===== src/rtl/mem_arbiter.sv =====
// Two-requester memory arbiter: round-robin between CPU and loader ports, one
// fixed-latency memory access at a time followed by a one-cycle response.
module mem_arbiter #(
  parameter int DW  = 32,
  parameter int AW  = 32,
  parameter int LAT = 2
) (
  input  logic          clk,
  input  logic          reset,
  input  logic          cpu_req,
  input  logic          cpu_we,
  input  logic [AW-1:0] cpu_adr,
  input  logic [DW-1:0] cpu_wd,
  output logic          cpu_ready,
  output logic [DW-1:0] cpu_rd,
  input  logic          ld_req,
  input  logic          ld_we,
  input  logic [AW-1:0] ld_adr,
  input  logic [DW-1:0] ld_wd,
  output logic          ld_ready,
  output logic [DW-1:0] ld_rd,
  output logic          mem_we,
  output logic [AW-1:0] mem_adr,
  output logic [DW-1:0] mem_wd,
  input  logic [DW-1:0] mem_rd,
  output logic [1:0]    grant,
  output logic          busy
);

  typedef enum logic [1:0] {IDLE, ACCESS, RESP} state_t;

  localparam logic [3:0] CNT_INIT = 4'(LAT - 1);

  state_t        state_reg;
  logic [3:0]    cnt_reg;
  logic          last_owner_reg;  // 0 = CPU, 1 = loader
  logic          we_reg;
  logic [1:0]    grant_reg;
  logic          busy_reg;
  logic          mem_we_reg;
  logic          cpu_ready_reg;
  logic          ld_ready_reg;
  logic [AW-1:0] mem_adr_reg;
  logic [DW-1:0] mem_wd_reg;
  logic [DW-1:0] cpu_rd_reg;
  logic [DW-1:0] ld_rd_reg;

  logic          pick_ld;
  logic          sel_we;
  logic [AW-1:0] sel_adr;
  logic [DW-1:0] sel_wd;

  // On a tie the requester that did not own the previous access wins.
  always_comb begin
    pick_ld = ld_req & (~cpu_req | ~last_owner_reg);
    sel_we  = pick_ld ? ld_we  : cpu_we;
    sel_adr = pick_ld ? ld_adr : cpu_adr;
    sel_wd  = pick_ld ? ld_wd  : cpu_wd;
  end

  always_ff @(posedge clk or posedge reset) begin
    if (reset) begin
      state_reg      <= IDLE;
      cnt_reg        <= 4'd0;
      last_owner_reg <= 1'b1;
      we_reg         <= 1'b0;
      grant_reg      <= 2'b00;
      busy_reg       <= 1'b0;
      mem_we_reg     <= 1'b0;
      cpu_ready_reg  <= 1'b0;
      ld_ready_reg   <= 1'b0;
      mem_adr_reg    <= '0;
      mem_wd_reg     <= '0;
      cpu_rd_reg     <= '0;
      ld_rd_reg      <= '0;
    end else begin
      case (state_reg)
        IDLE: begin
          cpu_ready_reg <= 1'b0;
          ld_ready_reg  <= 1'b0;
          if (cpu_req || ld_req) begin
            state_reg      <= ACCESS;
            cnt_reg        <= CNT_INIT;
            grant_reg      <= pick_ld ? 2'b10 : 2'b01;
            last_owner_reg <= pick_ld;
            busy_reg       <= 1'b1;
            we_reg         <= sel_we;
            mem_we_reg     <= sel_we;
            mem_adr_reg    <= sel_adr;
            mem_wd_reg     <= sel_wd;
          end
        end
        ACCESS: begin
          // The write strobe covers only the first access cycle.
          mem_we_reg <= 1'b0;
          if (cnt_reg == 4'd0) begin
            state_reg     <= RESP;
            cpu_ready_reg <= grant_reg[0];
            ld_ready_reg  <= grant_reg[1];
            if (!we_reg) begin
              if (grant_reg[1]) ld_rd_reg  <= mem_rd;
              else              cpu_rd_reg <= mem_rd;
            end
          end else begin
            cnt_reg <= cnt_reg - 4'd1;
          end
        end
        RESP: begin
          state_reg     <= IDLE;
          cpu_ready_reg <= 1'b0;
          ld_ready_reg  <= 1'b0;
          grant_reg     <= 2'b00;
          busy_reg      <= 1'b0;
        end
        default: begin
          state_reg <= IDLE;
        end
      endcase
    end
  end

  assign cpu_ready = cpu_ready_reg;
  assign ld_ready  = ld_ready_reg;
  assign cpu_rd    = cpu_rd_reg;
  assign ld_rd     = ld_rd_reg;
  assign mem_we    = mem_we_reg;
  assign mem_adr   = mem_adr_reg;
  assign mem_wd    = mem_wd_reg;
  assign grant     = grant_reg;
  assign busy      = busy_reg;

endmodule


===== config.mk =====
export PLATFORM = sky130hd
export DESIGN_NAME = mem_arbiter
export DESIGN_NICKNAME = d
export VERILOG_FILES = /design/src/rtl/mem_arbiter.sv
export SDC_FILE = /design/constraint.sdc
export NUM_CORES = 1
export LEC_CHECK = 0
export BUFFER_PORTS_ARGS = -buffer_cell sky130_fd_sc_hd__buf_2
export CAP_MARGIN = 10
export CORE_UTILIZATION = 40
export DETAILED_ROUTE_END_ITERATION = 10
export GPL_TIMING_DRIVEN = 0
export PLACE_DENSITY = 0.79
export SLEW_MARGIN = 20
export SYNTH_ARGS = -nofsm -noshare
export SYNTH_HDL_FRONTEND = slang
export SYNTH_SLANG_ARGS = --single-unit

===== constraint.sdc =====
create_clock -name clk -period 11.3 [get_ports clk]
set_clock_uncertainty 0.05 [all_clocks]
set_input_delay 1.13 -clock clk [delete_from_list [all_inputs] [get_ports clk]]
set_output_delay 1.13 -clock clk [all_outputs]
set_load 0.05 [all_outputs]

==> impl_results.md, run 1 <==
* Compound-Gate Fraction of Synth Area at 0.132
* Top cells by count, synth: dfrtp_1, a221o_1, and3_1, mux2_2, clkbuf_1
* Post-CTS Repair Setup Buffers at 0
* Routability cong. at 0.868
* Post-synth top area share at 0.602
* Tmin final at 2.33 ns
* Endpoints failing hold at 0
* Routed wire length at 17000 um
* Post-synthesis mux area share at 0.128
* Global-route track usage on met1 at 0.243
* Final period utilization at 0.206
* Worst R2R End: cpu_rd[18]
* CP top delay family: flip-flops
* CTS tree: yes
* CP cell instances: buf_2
* Ys Warns at 0
* CTS H-tree depth at 4
* Number of synthesized flops with an enable pin at 0
* Share of cells above drive strength 1 at 0.555
* Max FO, Critical Path at 5
* Worst hold endpoint: ld_rd[4]
* Peak supply drop at 264 uV
* Clock transition at the registers of the reported paths at 0.06 ns
* Vias at 4883
* Fmax at 429 MHz
* Unrepaired setup endpoints after global routing: false
* Critical Path Max Stage Delay at 0.44 ns
* Post-synthesis cell count at 427
* Initial Util at 0.416
* Standard-cell rows at 43
* Clock sink count at 142
* Final setup viols at 0
* GR met2 Demand/Resource at 0.386
* CP bufs+invs at 1
* Fin util at 0.585
* Root Buffer Master: clkbuf_16
* Post-synthesis cell area at 5860 um^2
* Die Y at 123 um
* Final std cells w/o fill at 941
* Mapped Nets at 595
* Initial DRC count at 213
* Area leader, netlist: dfrtp_1
* Routed WL per cell at 18.0 um
* Synth Area in XOR/XNOR at 0
* Crit Path Category: reg2out
* Setup tns final at 0 ns
* Num ports at 300
* Vias in the first global route at 4604
* R2r setup slk at 9.16 ns
* Slew headroom at 0.649
* Hold depth at 1
* Leak at 0.00435 uW
* Layout Nets at 914
* Main area contributors after synthesis: dfrtp_1, mux2_2, a221o_1, and3_1, buf_2
* Post-route cell area at 8250 um^2
* Initial antenna violation count at 3
* Routed vias/inst at 5.19
* Largest family of logic cells by synthesized area: compound AO/OA/AOI/OAI gates
* Clock latency on the worst-skew pair at 0.41 ns
* Startpoint types: register
* GRT Total Usage at 0.225
* Reg2reg path depth at 6
* Min-delay worst type: reg2reg
* Slew Viols, Final at 0
* Fillers at 1207
* Post-CTS sizing at 0
* Chip width at 123 um
* Buffers on Ports at 299
* Synth Flop Type: dfrtp_1
* Status: finished clean
* Asr flop ratio synth at 1.00
* # DRC at 0
* Reg-to-Reg Start: cnt_reg[0]
* Die area at 15100 um^2
* Data required, critical path at 10.12 ns
* CP max-delay cell: dfrtp_1
* CTS Buf Count at 17
* Dpl cell area at 7620 um^2
* Pin count of the biggest net entering global routing at 96
* Synth cell types at 33
* DP Cell Count at 907
* # hold bufs at CTS at 0
* Drt pass-1 iters at 4
* Most frequent cell after synthesis: dfrtp_1
* CTS Buffer Depth at 2
* First-pass GRT wire length at 24700 um
* Syn avg cell area at 13.7 um^2
* Pwr/cell area at 390 nW/um^2
* Hold Crit Start: ld_rd[4]
* Sequential area share after synthesis at 0.606
* Synth Register Bits at 142
* Layout area overhead at 40.6%
* Met3 Use GR at 0.0770
* Busiest grt layer: met2
* Total gr overflow at 0
* Estimated wirelength of the detail-placed design at 13200 um
* Post-Synth Adder-Cell Area at 0.00427
* Worst slew pin tran at 0.523 ns
* Crit path capture type: primary output
* Crit path DAT at 1.15 ns
* MaxCap Viol Count at 0
* Pwr Total at 3220 uW
* ANT nets after route at 0
* Total core area at 14100 um^2
* Simple-gate portion of the synthesized area at 0.0954
layout by cell type, fill, tap and decap left out, types with 2 or more instances in the layout:
master      instances
a221o_1            65
and3_1             65
buf_2             314
buf_6               3
bufinv_16           3
clkbuf_1           17
clkbuf_16          17
clkinv_2            2
clkinv_4            2
clkinvlp_4          2
dfrtp_1           141
diode_2             2
ha_1                2
inv_1               5
inv_6               3
inv_8               3
mux2_2             65
mux2i_1             2
nand2_1             4
nand2b_1            2
nand3_1             3
nor2_1              7
nor3_1              3
o21a_1              2
o21ai_0             9
metrics by stage:
stage	hold slack (ns)	worst slack [ns]
finish	0.448	8.97
global route	0.458	8.91
CTS	0.451	8.93
detailed placement	0.437	8.57
global placement	0.430	4.77
floorplan	0.446	6.31
per-layer routing:
| layer | vias to the layer above | part of all wire |
|---|---|---|
| met5 | - | 0.00094 |
| met4 | 2 | 0.031 |
| met3 | 28 | 0.080 |
| met2 | 227 | 0.51 |
| met1 | 2340 | 0.37 |
| li1 | 2286 | - |
worst max-delay path by stage:
stage / slack (ns) / end / depth (start not counted) / start
3_5_place_dp: 8.57 / state_reg[0] / 5 / ld_req
2_1_floorplan: 6.31 / busy / 1 / reset
6_report: 8.97 / grant[1] / 1 / grant[1]
5_1_grt: 8.91 / grant[1] / 1 / grant[1]
4_1_cts: 8.93 / grant[1] / 1 / grant[1]
3_3_place_gp: 4.77 / mem_wd[23] / 2 / reset
logic make-up (layout without fill, tap and decap cells):
| kind of cell | after synthesis | in the layout |
|---|---|---|
| DFF | 142 | 142 |
| AOI/OAI and AO/OA | 83 | 83 |
| muxes | 67 | 67 |
| adders and majority gates | 2 | 2 |
| other | 0 | 2 |
| buffers and inverters | 42 | 374 |
| and+or+nand+nor | 91 | 91 |
power breakdown:
group | internal (uW) | switching [uW] | total, uW
clock | 358 | 224 | 582
combinational | 490 | 1250 | 1740
sequential | 764 | 134 | 898
area by class of cell:
cell class	instances	area, um^2	share of cell area
sequential	142	3550	0.431
multi-input combinational	243	2110	0.256
clock inverter	14	181	0.0220
buffer	36	178	0.0215
inverter	6	30.0	0.00364
antenna	2	5.00	0.000607
timing repair buffer	300	1520	0.185
clock buffer	18	439	0.0533
tap	180	225	0.0273
Note: power is estimated with default switching activity, not from simulation.
==> run 2, diff against run 1 <==
--- a/config.mk
+++ b/config.mk
@@ -10,7 +10,7 @@
 export CORE_UTILIZATION = 40
 export DETAILED_ROUTE_END_ITERATION = 10
 export GPL_TIMING_DRIVEN = 0
-export PLACE_DENSITY = 0.79
+export PLACE_DENSITY = 0.82
 export SLEW_MARGIN = 20
 export SYNTH_ARGS = -nofsm -noshare
 export SYNTH_HDL_FRONTEND = slang
==> constraint.sdc (replaced) <==
create_clock -name clk -period 2 [get_ports clk]
set_clock_uncertainty 0.05 [all_clocks]
set_input_delay 0.2 -clock clk [delete_from_list [all_inputs] [get_ports clk]]
set_output_delay 0.2 -clock clk [all_outputs]
set_load 0.05 [all_outputs]
==> run 2 against run 1 <==
  * Total power increased to 5.8 times the previous value
  * Sequential share of layout area decreased by 4.9 points
  * Wire length grew 21%
  * Flip-flop and latch count unchanged
  * Clock power rose to 5.6 times the previous value
  * Final cell count increased by 11%
  * Combinational power rose to 5.9 times the previous value
  * Die area did not move
  * Setup slack got worse by 8.9 ns
  * Sequential power grew to 5.7 times the previous value
  * Largest power group unchanged
==> impl_results.md, run 2 (synthesized netlist as in run 1, its figures left out) <==
* Chip width at 123 um (unchanged)
* Initial Util at 0.416 (unchanged)
* Fillers at 988 (was 1207)
* Drt pass-1 iters at 4 (unchanged)
* CTS Buffer Depth at 2 (unchanged)
* Global-route track usage on met1 at 0.291 (was 0.243)
* CTS tree: yes (unchanged)
* Estimated wirelength of the detail-placed design at 13600 um (was 13200 um)
* MaxCap Viol Count at 0 (unchanged)
* Dpl cell area at 7670 um^2 (was 7620 um^2)
* Post-route cell area at 9310 um^2 (was 8250 um^2)
* GR met2 Demand/Resource at 0.482 (was 0.386)
* Final setup viols at 0 (unchanged)
* # DRC at 0 (unchanged)
* Clock latency on the worst-skew pair at 0.41 ns (about the same)
* Slew Viols, Final at 0 (unchanged)
* Share of cells above drive strength 1 at 0.498 (was 0.555)
* Vias in the first global route at 5750 (was 4604)
* Layout Nets at 1015 (was 914)
* Pwr Total at 18600 uW (was 3220 uW)
* Root Buffer Master: clkbuf_16 (unchanged)
* Min-delay worst type: in2reg (was reg2reg)
* Layout area overhead at 58.8% (was 40.6%)
* Fmax at 528 MHz
* Tmin final at 1.90 ns
* Pin count of the biggest net entering global routing at 35 (was 96)
* First-pass GRT wire length at 30400 um (was 24700 um)
* Num ports at 300 (unchanged)
* Most frequent CP cell: buf_2
* Buffers on Ports at 299 (unchanged)
* Clock sink count at 142 (unchanged)
* Die area at 15100 um^2 (unchanged)
* Final std cells w/o fill at 1041 (was 941)
* Setup tns final at 0 ns (unchanged)
* Clock transition at the registers of the reported paths at 0.06 ns (about the same)
* Routed vias/inst at 5.33 (was 5.19)
* CTS Buf Count at 17 (unchanged)
* Initial antenna violation count at 2 (was 3)
* Routed WL per cell at 19.7 um (was 18.0 um)
* Status: finished clean (unchanged)
* Worst hold slack at 0.0209 ns (was 0.448 ns)
* Die Y at 123 um (unchanged)
* GRT Total Usage at 0.270 (was 0.225)
* Initial DRC count at 263 (was 213)
* Total gr overflow at 0 (unchanged)
* Routed wire length at 20500 um (was 17000 um)
* Crit path capture type: register (was primary output)
* Final period utilization at 0.948
* CTS H-tree depth at 4 (unchanged)
* Vias at 5551 (was 4883)
* Endpoints failing hold at 0 (unchanged)
* Critical Path Max Stage Delay at 0.38 ns (was 0.44 ns)
* Routability cong. at 0.866 (was 0.868)
* Worst slew pin tran at 0.673 ns (was 0.523 ns)
* Crit Path Category: reg2reg (was reg2out)
* Startpoint types: register (unchanged)
* Peak supply drop at 968 uV (was 264 uV)
* Max FO, Critical Path at 10 (was 5)
* Pwr/cell area at 2000 nW/um^2 (was 390 nW/um^2)
* Busiest grt layer: met2 (unchanged)
* ANT nets after route at 0 (unchanged)
* Standard-cell rows at 43 (unchanged)
* DP Cell Count at 910 (was 907)
* Slew headroom at 0.550 (was 0.649)
* CP top delay family: buffers and inverters (was flip-flops)
* CP bufs+invs at 3 (was 1)
* Leak at 0.00481 uW (was 0.00435 uW)
* Data required, critical path at 2.24 ns (was 10.12 ns)
* Crit path DAT at 2.13 ns (was 1.15 ns)
* Most common cell after layout, fill and taps aside: buf_2 (unchanged)
* Commonest non-fill, non-tap cells in the layout: buf_2, dfrtp_1, dlygate4sd3_1 (was buf_2, dfrtp_1, mux2_2, and3_1, a221o_1)
* Met3 Use GR at 0.0683 (was 0.0770)
* CP max-delay cell: a221o_1 (was dfrtp_1)
* Total core area at 14100 um^2 (unchanged)
* CP cell instances: buf_2, nor2_2, o21ai_2, buf_2, buf_2, a221o_1 (was buf_2)
## run 2: stage by stage
step / util / setup slack (ns)
finish: 0.661 / 0.105
global route: 0.661 / -0.00798
CTS: 0.657 / 0.00250
detailed placement: 0.544 / -0.103
global placement: 0.538 / -0.867
floorplan: - / -0.0263
## run 2: report_power, final
| part | internal, uW | switching (uW) |
|---|---|---|
| Clock | 2050 | 1200 |
| Combinational | 2960 | 7270 |
| Sequential | 4320 | 837 |
| Total | 9330 | 9310 |
## run 2: routing by layer
metal,vias up,share of wire
met1,2700,0.37
met2,315,0.51
met3,53,0.073
met5,-,0
met4,0,0.039
li1,2483,-
## run 2: cell type report
type | instances | area [um^2] | share of cell area
multi-input cells | 243 | 2140 | 0.229
clock inverters | 10 | 138 | 0.0148
well taps | 180 | 225 | 0.0242
repair buffers | 401 | 2550 | 0.274
diodes | 2 | 5.00 | 0.000537
clock buffers | 21 | 470 | 0.0505
plain buffers | 36 | 205 | 0.0220
inverters | 6 | 26.3 | 0.00282
flip-flops and latches | 142 | 3550 | 0.382
## run 2: worst paths after layout
| kind | cells after the start | startpoint | slack, ns | end |
|---|---|---|---|---|
| max in group asynchronous | 5 | reset | 0.62 | last_owner_reg |
| min in group asynchronous | 3 | reset | 0.40 | mem_wd[2] |
| max | 6 | state_reg[1] | 0.10 | mem_wd[15] |
| max reg2reg | 6 | state_reg[1] | 0.10 | mem_wd[15] |
| min reg2reg | 1 | cpu_rd[0] | 0.45 | cpu_rd[0] |
| min | 2 | mem_rd[2] | 0.02 | cpu_rd[2] |
## run 2: worst reg2reg max path, stage by stage (launching register included)
cell	delay, ns
dfrtp_1	0.35
buf_2	0.17
nor2_2	0.21
o21ai_2	0.16
buf_2	0.23
buf_2	0.21
a221o_1	0.38
## run 2: repair_timing
action / 4_1_cts / 5_1_grt
endpoints found under the setup margin: 77 / 83
hold buffers: 96 / 0
pin swaps: 0 / 2
buffers inserted: 1 / 1
endpoints found under the hold margin: 148 / 0
resized for setup: 4 / 16
==> run 3, diff against run 2 <==
--- a/config.mk
+++ b/config.mk
@@ -11,6 +11,7 @@
 export DETAILED_ROUTE_END_ITERATION = 10
 export GPL_TIMING_DRIVEN = 0
 export PLACE_DENSITY = 0.82
+export RECOVER_POWER = 25
 export SLEW_MARGIN = 20
 export SYNTH_ARGS = -nofsm -noshare
 export SYNTH_HDL_FRONTEND = slang
==> run 3 against run 2 <==
  * Worst hold slack got worse by 0.0012 ns
  * Via count decreased by 0.56%
  * Non-clock buffer count unchanged
  * Final cell count unchanged
  * Die area unchanged
  * Critical path depth unchanged
  * Clock-buffer cell count unchanged
  * Critical endpoint unchanged
  * Largest cell class unchanged
  * Highest routed layer unchanged
==> impl_results.md, run 3 (synthesized netlist as in run 1, its figures left out) <==
* Int Pwr at 9300 uW (was 9330 uW)
* ANT nets after route at 0 (unchanged)
* Drt pass-1 iters at 5 (was 4)
* Standard-cell rows at 43 (unchanged)
* Most frequent CP cell: buf_2 (unchanged)
* Comb power frac at 0.548 (was 0.549)
* CTS Buf Count at 17 (unchanged)
* Fin util at 0.660 (was 0.661)
* Routed WL per cell at 19.7 um (about the same)
* Startpoint types: register (unchanged)
* CTS H-tree depth at 4 (unchanged)
* Vias at 5520 (was 5551)
* Sw Share at 0.500 (was 0.499)
* Num ports at 300 (unchanged)
* Pin count of the biggest net entering global routing at 35 (unchanged)
* Routed vias/inst at 5.30 (was 5.33)
* Leak at 0.00478 uW (was 0.00481 uW)
* Fmax at 528 MHz (about the same)
* CP endpoint: mem_wd[15] (unchanged)
* Total core area at 14100 um^2 (unchanged)
* Root Buffer Master: clkbuf_16 (unchanged)
* Slew headroom at 0.0859 (was 0.550)
* Vias in the first global route at 5750 (unchanged)
* Sequential group share of total power at 0.278 (was 0.277)
* Endpoints failing hold at 0 (unchanged)
* Sw Pwr at 9310 uW (about the same)
* Most common cell after layout, fill and taps aside: buf_2 (unchanged)
* Initial DRC count at 279 (was 263)
* Reg2reg path depth at 6 (unchanged)
* CTS tree: yes (unchanged)
* Min-delay worst type: in2reg (unchanged)
* Clk pwr share at 0.175 (about the same)
* Chip width at 123 um (unchanged)
* Layout area overhead at 58.5% (was 58.8%)
* Slew Viols, Final at 0 (unchanged)
* Share of cells above drive strength 1 at 0.485 (was 0.498)
* Total gr overflow at 0 (unchanged)
* Worst slew pin tran at 1.36 ns (was 0.673 ns)
* Crit Path Category: reg2reg (unchanged)
* Data required, critical path at 2.24 ns (about the same)
* Initial antenna violation count at 2 (unchanged)
* Final period utilization at 0.948 (about the same)
* Clock transition at the registers of the reported paths at 0.06 ns (about the same)
* Worst Setup SP: state_reg[1] (unchanged)
* GRT Total Usage at 0.270 (unchanged)
* Max FO, Critical Path at 10 (unchanged)
* Worst R2R End: mem_wd[15] (unchanged)
* CP max-delay cell: a221o_1 (unchanged)
* Reg-to-Reg Start: state_reg[1] (unchanged)
* Setup tns final at 0 ns (unchanged)
* Die Y at 123 um (unchanged)
* Crit path capture type: register (unchanged)
* Pwr/cell area at 2000 nW/um^2 (about the same)
* Pwr Total at 18600 uW (about the same)
* Buffers on Ports at 299 (unchanged)
* Final setup viols at 0 (unchanged)
* Dpl cell area at 7670 um^2 (unchanged)
* # DRC at 0 (unchanged)
* MaxCap Viol Count at 0 (unchanged)
* Routability cong. at 0.866 (unchanged)
* Layout Nets at 1015 (unchanged)
* Routed wire length at 20500 um (about the same)
* First-pass GRT wire length at 30400 um (unchanged)
* Tmin final at 1.90 ns (about the same)
* Estimated wirelength of the detail-placed design at 13600 um (unchanged)
* Clock latency on the worst-skew pair at 0.41 ns (about the same)
* Die area at 15100 um^2 (unchanged)
* CP cell instances: buf_2, nor2_2, o21ai_2, buf_2, buf_2, a221o_1 (unchanged)
* Initial Util at 0.416 (unchanged)
* Peak supply drop at 967 uV (was 968 uV)
* Clock sink count at 142 (unchanged)
* Commonest non-fill, non-tap cells in the layout: buf_2, dfrtp_1, dlygate4sd3_1 (unchanged)
* Critical Path Max Stage Delay at 0.37 ns (was 0.38 ns)
* CTS Buffer Depth at 2 (unchanged)
* Post-route cell area at 9300 um^2 (was 9310 um^2)
* Crit path DAT at 2.13 ns (about the same)
* Status: finished clean (unchanged)
* R2r setup slk at 0.10 ns (about the same)
-- run 3: changes by cell type in the layout (fill, tap and decap cells not counted) --
cell,before,now
clkinvlp_4,3,2
clkinvlp_2,0,1
buf_2,308,297
clkbuf_1,17,28
-- run 3: power groups by stage --
| stage | Clock [uW] | Sequential, uW | Combinational, uW |
|---|---|---|---|
| after floorplan | 0 | 9760 | 2700 |
| after global placement | 0 | 5050 | 9740 |
| after detailed placement | 0 | 5130 | 9900 |
| after CTS | 3270 | 5100 | 10100 |
| after global routing | 3420 | 5310 | 10700 |
| final | 3250 | 5170 | 10200 |
-- run 3: what timing repair did --
item	4_1_cts	5_1_grt
resized for setup	4	16
pin swaps	0	2
hold endpoints to repair	148	0
setup buffers	1	1
endpoints found under the setup margin	77	83
cloned	0	0
hold buffers	96	0
-- run 3: final cells by class --
| class | count | area, um^2 |
|---|---|---|
| clock inverters | 10 | 138 |
| fillers | 996 | 4800 |
| multi-input cells | 243 | 2140 |
| inverters | 6 | 23.8 |
| diodes | 2 | 5.00 |
| well taps | 180 | 225 |
| repair buffers | 401 | 2540 |
| flip-flops and latches | 142 | 3550 |
| clock buffers | 21 | 470 |
| plain buffers | 36 | 205 |
-- run 3: metal layers --
metal  share of wire  track usage  wire (um)  up-vias
li1                -            -          -     2485
met1            0.38        0.291       7710     2679
met2            0.51        0.482      10600      302
met3           0.071       0.0683       1460       54
met4           0.039        0.148        807        0
met5               0            0          0        -
-- run 3: worst min-delay path by stage --
stage | from | end | slack, ns | depth (start not counted)
after floorplan | cpu_we | mem_we | 0.27 | 1
after global placement | cpu_wd[12] | mem_wd[12] | 0.38 | 2
after detailed placement | reset | mem_wd[16] | 0.28 | 2
after CTS | mem_rd[2] | cpu_rd[2] | 0.007 | 2
after global routing | mem_rd[2] | cpu_rd[2] | 0.01 | 2
final | mem_rd[2] | cpu_rd[2] | 0.02 | 2
-- run 3: worst max-delay path, delay by kind of cell, from the launching register on --
family,cells,cell delay (ns)
DFF,1,0.35
AOI/OAI and AO/OA,2,0.54
and+or+nand+nor,1,0.21
buffers and inverters,3,0.61
-- run 3: metrics by stage --
step | worst slack [ns] | hold WS, ns | cells
2_1_floorplan | -0.0263 | 0.274 | 427
3_3_place_gp | -0.867 | 0.379 | 906
3_5_place_dp | -0.103 | 0.277 | 910
4_1_cts | 0.00250 | 0.00749 | 1038
5_1_grt | -0.00798 | 0.0132 | 1041
6_report | 0.105 | 0.0197 | 1041
